## src/rtl/nand_cpu_pkg.sv

```systemverilog
// Shared types and widths for the nand_cpu pipeline control slice.
package nand_cpu_pkg;
  localparam int REG_ADDR_W = 4;
  localparam int INT_CODE_W = 4;

  typedef enum logic {
    RUN    = 1'b0,
    HALTED = 1'b1
  } ctrl_state_t;
endpackage

```

## src/rtl/hazard_detect.sv

```systemverilog
// Load-use comparator: a decode source matches the destination of a load sitting in act.
module hazard_detect #(
  parameter int REG_ADDR_W = 4
) (
  input  logic                  d_valid,
  input  logic                  d_use_rs0,
  input  logic                  d_use_rs1,
  input  logic [REG_ADDR_W-1:0] d_rs0_addr,
  input  logic [REG_ADDR_W-1:0] d_rs1_addr,
  input  logic                  a_valid,
  input  logic                  a_mem_read,
  input  logic                  a_reg_write,
  input  logic [REG_ADDR_W-1:0] a_reg_addr,
  output logic                  load_use
);
  logic rs0_hit;
  logic rs1_hit;

  assign rs0_hit  = d_use_rs0 && (d_rs0_addr == a_reg_addr);
  assign rs1_hit  = d_use_rs1 && (d_rs1_addr == a_reg_addr);
  assign load_use = d_valid && a_valid && a_mem_read && a_reg_write && (rs0_hit || rs1_hit);
endmodule

```

## src/rtl/pipeline_hazard_ctrl.sv

```systemverilog
// Pipeline sequencer: priority mux of retain/clear controls, run/halt state and stall counter.
module pipeline_hazard_ctrl
  import nand_cpu_pkg::*;
#(
  parameter int REG_ADDR_W = nand_cpu_pkg::REG_ADDR_W,
  parameter int CNT_W      = 16
) (
  input  logic                  clk,
  input  logic                  n_rst,
  input  logic                  d_valid,
  input  logic                  d_use_rs0,
  input  logic                  d_use_rs1,
  input  logic [REG_ADDR_W-1:0] d_rs0_addr,
  input  logic [REG_ADDR_W-1:0] d_rs1_addr,
  input  logic                  a_valid,
  input  logic                  a_mem_read,
  input  logic                  a_reg_write,
  input  logic [REG_ADDR_W-1:0] a_reg_addr,
  input  logic                  a_mispredict,
  input  logic                  dc_busy,
  input  logic                  w_valid,
  input  logic                  w_halt,
  input  logic                  w_interrupt,
  input  logic [INT_CODE_W-1:0] w_int_code,
  output logic                  i2d_retain,
  output logic                  i2d_clear,
  output logic                  d2a_retain,
  output logic                  d2a_clear,
  output logic                  a2w_retain,
  output logic                  a2w_clear,
  output logic                  fetch_stall,
  output logic                  redirect,
  output logic                  int_taken,
  output logic [INT_CODE_W-1:0] int_code,
  output logic                  halted,
  output logic [CNT_W-1:0]      stall_cnt,
  output ctrl_state_t           dbg_state
);
  ctrl_state_t           state_q;
  logic [INT_CODE_W-1:0] int_code_q;
  logic [CNT_W-1:0]      stall_cnt_q;
  logic                  load_use;
  logic                  retire;
  logic                  count_en;

  hazard_detect #(.REG_ADDR_W(REG_ADDR_W)) u_hazard_detect (
    .d_valid     (d_valid),
    .d_use_rs0   (d_use_rs0),
    .d_use_rs1   (d_use_rs1),
    .d_rs0_addr  (d_rs0_addr),
    .d_rs1_addr  (d_rs1_addr),
    .a_valid     (a_valid),
    .a_mem_read  (a_mem_read),
    .a_reg_write (a_reg_write),
    .a_reg_addr  (a_reg_addr),
    .load_use    (load_use)
  );

  assign retire = w_valid && (w_halt || w_interrupt);

  // Priority: retire > d-cache busy > mispredict > load-use; a mispredict waits out dc_busy.
  always_comb begin
    i2d_retain  = 1'b0;
    i2d_clear   = 1'b0;
    d2a_retain  = 1'b0;
    d2a_clear   = 1'b0;
    a2w_retain  = 1'b0;
    a2w_clear   = 1'b0;
    fetch_stall = 1'b0;
    redirect    = 1'b0;
    int_taken   = 1'b0;
    if (!n_rst) begin
      fetch_stall = 1'b0;
    end else if (state_q == HALTED) begin
      i2d_clear   = 1'b1;
      d2a_clear   = 1'b1;
      a2w_clear   = 1'b1;
      fetch_stall = 1'b1;
    end else if (retire) begin
      i2d_clear   = 1'b1;
      d2a_clear   = 1'b1;
      a2w_clear   = 1'b1;
      fetch_stall = w_halt;
      int_taken   = !w_halt;
    end else if (dc_busy && a_valid) begin
      i2d_retain  = 1'b1;
      d2a_retain  = 1'b1;
      a2w_clear   = 1'b1;
      fetch_stall = 1'b1;
    end else if (a_valid && a_mispredict) begin
      i2d_clear   = 1'b1;
      d2a_clear   = 1'b1;
      redirect    = 1'b1;
    end else if (load_use) begin
      fetch_stall = 1'b1;
      i2d_retain  = 1'b1;
      d2a_clear   = 1'b1;
    end
  end

  assign count_en = (state_q == RUN) &&
                    (fetch_stall || i2d_clear || d2a_clear || a2w_clear);

  always_ff @(posedge clk) begin
    if (!n_rst) begin
      state_q     <= RUN;
      int_code_q  <= '0;
      stall_cnt_q <= '0;
    end else begin
      case (state_q)
        RUN: begin
          if (w_valid && w_halt) begin
            state_q <= HALTED;
          end else if (w_valid && w_interrupt) begin
            int_code_q <= w_int_code;
          end
        end
        HALTED: state_q <= HALTED;
        default: state_q <= RUN;
      endcase
      if (count_en && (stall_cnt_q != {CNT_W{1'b1}})) begin
        stall_cnt_q <= stall_cnt_q + 1'b1;
      end
    end
  end

  assign int_code  = int_code_q;
  assign stall_cnt = stall_cnt_q;
  assign halted    = (state_q == HALTED);
  assign dbg_state = state_q;
endmodule

```

## config.mk

```make
export PLATFORM = sky130hd
export DESIGN_NAME = pipeline_hazard_ctrl
export DESIGN_NICKNAME = d
export VERILOG_FILES = /design/src/rtl/nand_cpu_pkg.sv /design/src/rtl/hazard_detect.sv /design/src/rtl/pipeline_hazard_ctrl.sv
export SDC_FILE = /design/constraint.sdc
export NUM_CORES = 1
export LEC_CHECK = 0
export BUFFER_PORTS_ARGS = -buffer_cell sky130_fd_sc_hd__buf_2
export CORE_MARGIN = 10
export CORE_UTILIZATION = 41
export CTS_CLUSTER_DIAMETER = 40
export DETAILED_ROUTE_END_ITERATION = 10
export MAX_ROUTING_LAYER = met4
export PLACE_DENSITY = 0.82
export SLEW_MARGIN = 5
export SYNTH_ARGS = -nofsm -noshare
export SYNTH_HDL_FRONTEND = slang
export SYNTH_SLANG_ARGS = --single-unit
```

## constraint.sdc

```tcl
create_clock -name clk -period 1.9 [get_ports clk]
set_input_delay 0.57 -clock clk [delete_from_list [all_inputs] [get_ports clk]]
set_output_delay 0.57 -clock clk [all_outputs]
set_load 0.05 [all_outputs]
```

; Word-level counts from Yosys, hierarchy flattened
; Cells that the tools add are included.
[word_totals]
ff_bits = 21
latch_bits = 0
ramBits = 0
rom_bits = 0
input_bits = 29
out_inout_bits = 31
elab_cells = 63
mem_count = 0
[classes]
add_sub_neg = 1
mul = 0
div_mod_pow = 0
n_lt_le_gt_ge = 0
eq_ne = 3
shifts = 0
muxes = 34
n_bitwise = 2
reduce_logical = 20
[ops]
columns = op, n
row1 = 1-bit 2-to-1 mux, 33
row2 = "16-bit by 1-bit adder with 16-bit output, second input constant", 1
row3 = "16-bit inequality test, second input constant", 1
row4 = 1-bit logical AND, 13
row5 = 4-bit equality test, 2
row6 = 1-bit logical OR, 5
row7 = 3-bit AND reduction, 1
row8 = 1-bit NOT, 2
row9 = 1-bit one-hot mux with 2 select lines, 1
row10 = 1-bit zero test, 1

; Logic depth before layout (Yosys ltp)
[logic_depth]
ltp_word = 15
ltp_mapped = 7
depth_no_buf = 6

; By module
; Synthesis repeated with hierarchy kept, for this count alone.
[unflattened]
cells_unflattened = 157
hier_area_um2 = 1322.5
[modules_own_cells]
columns = module, instances, cells_per_inst, area_each_um2, seq_area_each_um2
row1 = pipeline_hazard_ctrl, 1, 143, 1217.4, 420.4
row2 = hazard_detect, 1, 14, 105.1, 0.0

; Worst setup path before layout
; No wires, ideal clock.
[synth_timing]
path_kind = register to output
from = register state_q, in the netlist dbg_state
to = output fetch_stall
arrival_ps = 2212
required_time_ps = 1330
path_slack_ps = -882
stages_incl_launch_ff = 4
n_path_buf = 1
cell_sequence = dfxtp_1 clkbuf_1 a21oi_1 o21ai_0
[synth_between]
elab_chain_cells = 2
[synth_lines]
columns = element, line
row1 = "start, declared", pipeline_hazard_ctrl.sv:39  ; ctrl_state_t state_q;
row2 = "start signal, assigned", pipeline_hazard_ctrl.sv:106  ; state_q <= RUN;
row3 = "start signal, assigned", pipeline_hazard_ctrl.sv:113  ; state_q <= HALTED;
row4 = "start signal, assigned", pipeline_hazard_ctrl.sv:118  ; HALTED: state_q <= HALTED;
row5 = 1-bit 2-to-1 mux, pipeline_hazard_ctrl.sv:74  ; end else if (state_q == HALTED) begin
row6 = 1-bit 2-to-1 mux, pipeline_hazard_ctrl.sv:72  ; if (!n_rst) begin
row7 = "end, declared", pipeline_hazard_ctrl.sv:31  ; output logic fetch_stall,
; No other way between the ends.

; Final worst setup path
[layout_timing]
from = input d_rs1_addr[1]
to = output i2d_retain
[layout_between]
elab_chain_cells = 10
[layout_lines]
columns = element, line
row1 = "start, declared", pipeline_hazard_ctrl.sv:14  ; input logic [REG_ADDR_W-1:0] d_rs1_addr,
row2 = 4-bit equality test, hazard_detect.sv:20  ; assign rs1_hit = d_use_rs1 && (d_rs1_addr == a_reg_addr);
row3 = 1-bit logical AND, hazard_detect.sv:20
row4 = 1-bit logical OR, hazard_detect.sv:21  ; assign load_use = d_valid && a_valid && a_mem_read && a_reg_write && (rs0_hit || rs1_hit);
row5 = 1-bit logical AND, hazard_detect.sv:21
row6 = 1-bit 2-to-1 mux, pipeline_hazard_ctrl.sv:94  ; end else if (load_use) begin
row7 = 1-bit 2-to-1 mux, pipeline_hazard_ctrl.sv:90  ; end else if (a_valid && a_mispredict) begin
row8 = 1-bit 2-to-1 mux, pipeline_hazard_ctrl.sv:85  ; end else if (dc_busy && a_valid) begin
row9 = 1-bit 2-to-1 mux, pipeline_hazard_ctrl.sv:79  ; end else if (retire) begin
row10 = 1-bit 2-to-1 mux, pipeline_hazard_ctrl.sv:74
row11 = 1-bit 2-to-1 mux, pipeline_hazard_ctrl.sv:72
row12 = "end, declared", pipeline_hazard_ctrl.sv:25  ; output logic i2d_retain,
; No other way between the ends.

==> impl_results.rst <==
.. list-table::
   :header-rows: 1

   * - Metric
     - Value
   * - Overflow left after global routing
     - 0
   * - Sequential fraction of the synthesis area
     - 0.336
   * - Post-layout min period
     - 2380 ps
   * - First-pass iteration count of the detailed router
     - 4
   * - Number of violations reported at the end of detailed-routing iteration 0
     - 129
   * - CTS H-tree depth
     - 1
   * - Crit Path Class
     - input port to output port
   * - Net count reported at finish
     - 262
   * - Critical Path Slowest Stage Cell
     - o22a_1
   * - Post-synthesis instance area
     - ~1300 µm²
   * - Worst slew margin
     - 0.668
   * - DP Wirelength
     - 3160 µm
   * - CTS Root Buffer Type
     - clkbuf_4
   * - Non-Filler Instances
     - 263
   * - Number of max-slew violations in the final report
     - 0
   * - Proportion of layout cells with a drive suffix above 1
     - 0.675
   * - Layout-stage area growth over the synthesis result
     - 77.1%
   * - Timing startpoint of the critical path
     - d_rs1_addr[1]
   * - Syn_area_per_cell
     - 8.35 µm²
   * - Via-per-instance ratio
     - 5.75
   * - Setup crit start kind
     - input port
   * - Max Cap Violations
     - 0
   * - Clock tree buffer depth
     - 2
   * - Depth of the worst register-to-register path
     - 6
   * - Worst hold start
     - stall_cnt[0]
   * - Total wire length
     - 5060 µm
   * - Drt drc
     - 0
   * - Hold Path Cell Cnt
     - 1
   * - Cell breakdown of the critical path
     - buf_2 > xnor2_2 > nand4_1 > o22a_1 > o21ai_2 > nand3_2 > nor2_4 > buf_8
   * - Worst hold-check slack
     - ~480 ps
   * - Power density relative to cell area
     - 476 nW/µm²
   * - Yosys synthesis warning count
     - 0
   * - Dominant synthesized flop cell
     - dfxtp_1
   * - Floorplan Core Area
     - roughly 2800 µm²
   * - Data required time at the worst endpoint
     - 1330 ps
   * - Worst Path Max Fanout
     - 2
   * - Internal reg-to-reg setup slack
     - -10 ps
   * - Setup ws final
     - -484 ps
   * - Number of buffers inserted by port buffering
     - 58
   * - Number of nets with antenna violations after detailed routing
     - 0
   * - Final setup violation count
     - 12
   * - Wire length per cell
     - 19.3 µm
   * - DIE HEIGHT
     - 75.3 µm
   * - Number of instances in the synthesized netlist
     - 150
   * - Gp weighted congestion
     - 0.794
   * - Clock latency at the later pin of the worst-skew pair
     - 320 ps
   * - Failing checks
     - setup timing
   * - CTS hold repair buffers
     - 0
   * - Achievable clock frequency
     - 419 MHz
   * - Unrepaired setup endpoints after global routing
     - yes
   * - Share of async-settable or async-resettable flops after synthesis
     - 0
   * - Synth cell types
     - 44
   * - Clock skew
     - 16.0 ps
   * - Number of buffers inserted during clock tree synthesis
     - 3
   * - Worst reg2reg path startpoint
     - stall_cnt[0]
   * - Instance count after placement with tap cells included
     - 250
   * - Row cnt
     - 19
   * - Final cycle utilization of the critical path
     - 1.25
   * - Number of flops mapped to enable cells by yosys
     - 0
   * - Routed vias
     - 1513
   * - Worst hold path type
     - flop to flop
   * - Maximum vdd ir drop
     - ~0.00048 V
   * - Net Count, Synth
     - 180
   * - Final number of hold-violating endpoints
     - 0
   * - I/O pin total
     - 60
   * - # clock sinks
     - 21
   * - Status
     - finished, violations left
   * - Setup crit end kind
     - output port
   * - Wire length of the first global-routing pass
     - 6890 µm
   * - Die ar.
     - 5670 µm²
   * - Slew at the pin with the worst max-slew slack
     - a little under 500 ps
   * - Total of fill cells in the finished design
     - 171
   * - Vias in the first global route
     - roughly 1500
   * - Critical path arrival
     - 1810 ps
   * - Number of antenna violations at the first check in global routing
     - 1
   * - Total Routing Usage GR
     - 0.157
   * - Leading cell type in the layout, fill and taps excluded
     - buf_2
   * - Tot Pwr
     - 1.06 mW
   * - Placement-stage worst setup slack
     - -556 ps
   * - Critical path's largest stage delay
     - 250 ps
   * - CTS tree
     - built
   * - Count of state elements after synthesis
     - 21
   * - Starting Density
     - 0.443
   * - Overall die width
     - 75.3 µm
   * - Largest net degree at the start of global routing
     - 15
   * - Clock transition at path regs
     - 130 ps
   * - Leak
     - between 0.9 and 1 nW
   * - Leading cell types in the layout, fill and taps excluded
     - buf_2 (42), buf_4 (25), nand2_1 (14)
-- where the power goes --
group | switching [mW] | total [mW] | internal, mW | leakage [nW]
logic | 0.220 | 0.372 | 0.152 | 0.724
registers | 0.0141 | 0.461 | 0.447 | 0.178
clock network | 0.144 | 0.223 | 0.0787 | 0.0177
-- cell type report --
cell class                      count  area (µm²)  share of cell area
Clock buffer                        3        22.5              0.0102
Inverter                            3        15.0             0.00677
Sequential cell                    21         454               0.205
Clock inverter                      1        5.00             0.00226
Multi-Input combinational cell    119        1080               0.488
Tap cell                           31        38.8              0.0175
Timing Repair Buffer               84         597               0.269
Antenna cell                        1        2.50             0.00113
-- layer usage --
| metal | GRT usage | share of wire |
|---|---|---|
| met2 | 0.286 | 0.52 |
| met1 | 0.160 | 0.38 |
| met5 | - | 0 |
| met4 | 0.0557 | 0.025 |
| met3 | 0.0394 | 0.078 |
-- state kept, by name, summed over array words and instances, names as in the netlist --
signal and count:
stall_cnt 16, int_code 4, dbg_state 1
-- stage by stage --
step                TNS (ps)  area, µm²   util
floorplan              -1650       1380      -
global placement       -5730       1800  0.638
detailed placement     -6070       1800  0.638
CTS                    -1400       2030  0.716
global route           -2820       2220  0.784
finish                 -1950       2220  0.784
-- synth_stat cells, types with 2 or more instances --
| cell | number | area share |
|---|---|---|
| a21oi_1 | 12 | 0.048 |
| buf_4 | 2 | 0.012 |
| clkbuf_1 | 4 | 0.012 |
| dfxtp_1 | 21 | 0.34 |
| inv_1 | 3 | 0.0090 |
| mux2i_1 | 9 | 0.072 |
| nand2_1 | 18 | 0.054 |
| nand2b_1 | 3 | 0.015 |
| nand3_1 | 5 | 0.020 |
| nand3_2 | 2 | 0.016 |
| nand4_1 | 4 | 0.020 |
| nor2_1 | 10 | 0.030 |
| nor3b_1 | 2 | 0.012 |
| o21ai_0 | 4 | 0.016 |
| o311ai_0 | 3 | 0.021 |
| o31ai_1 | 8 | 0.048 |
| or3_1 | 2 | 0.010 |
| or4_1 | 5 | 0.030 |
| xnor2_1 | 8 | 0.056 |
-- kinds of logic after synthesis --
| logic type | after synthesis | share of synthesized area |
|---|---|---|
| mux | 9 | 0.0719 |
| simple gates | 66 | 0.303 |
| compound gates | 33 | 0.175 |
| fa+ha+maj | 1 | 0.00999 |
| flops | 21 | 0.336 |
| buf+inv | 11 | 0.0459 |
| xor+xnor | 8 | 0.0559 |
| other cells | 1 | 0.00299 |
-- final timing paths --
kind	endpoint
max	i2d_retain
min	stall_cnt[0]
max reg2reg	stall_cnt[14]
min reg2reg	stall_cnt[0]
-- critical path, delay by kind of cell --
kind            cells  cell delay [ps]
compound gates      2              410
xor+xnor            1              150
buf+inv             2              260
simple gates        3              400
-- what timing repair did --
| item | in CTS | in global routing |
|---|---|---|
| pin swaps | 19 | 12 |
| gates resized for setup | 38 | 36 |
| endpoints found under the hold margin | 0 | 0 |
| setup endpoints to repair | 8 | 24 |
| cloned | 1 | 0 |
| buffers inserted | 4 | 3 |
Power figures use the tool's default switching activity.
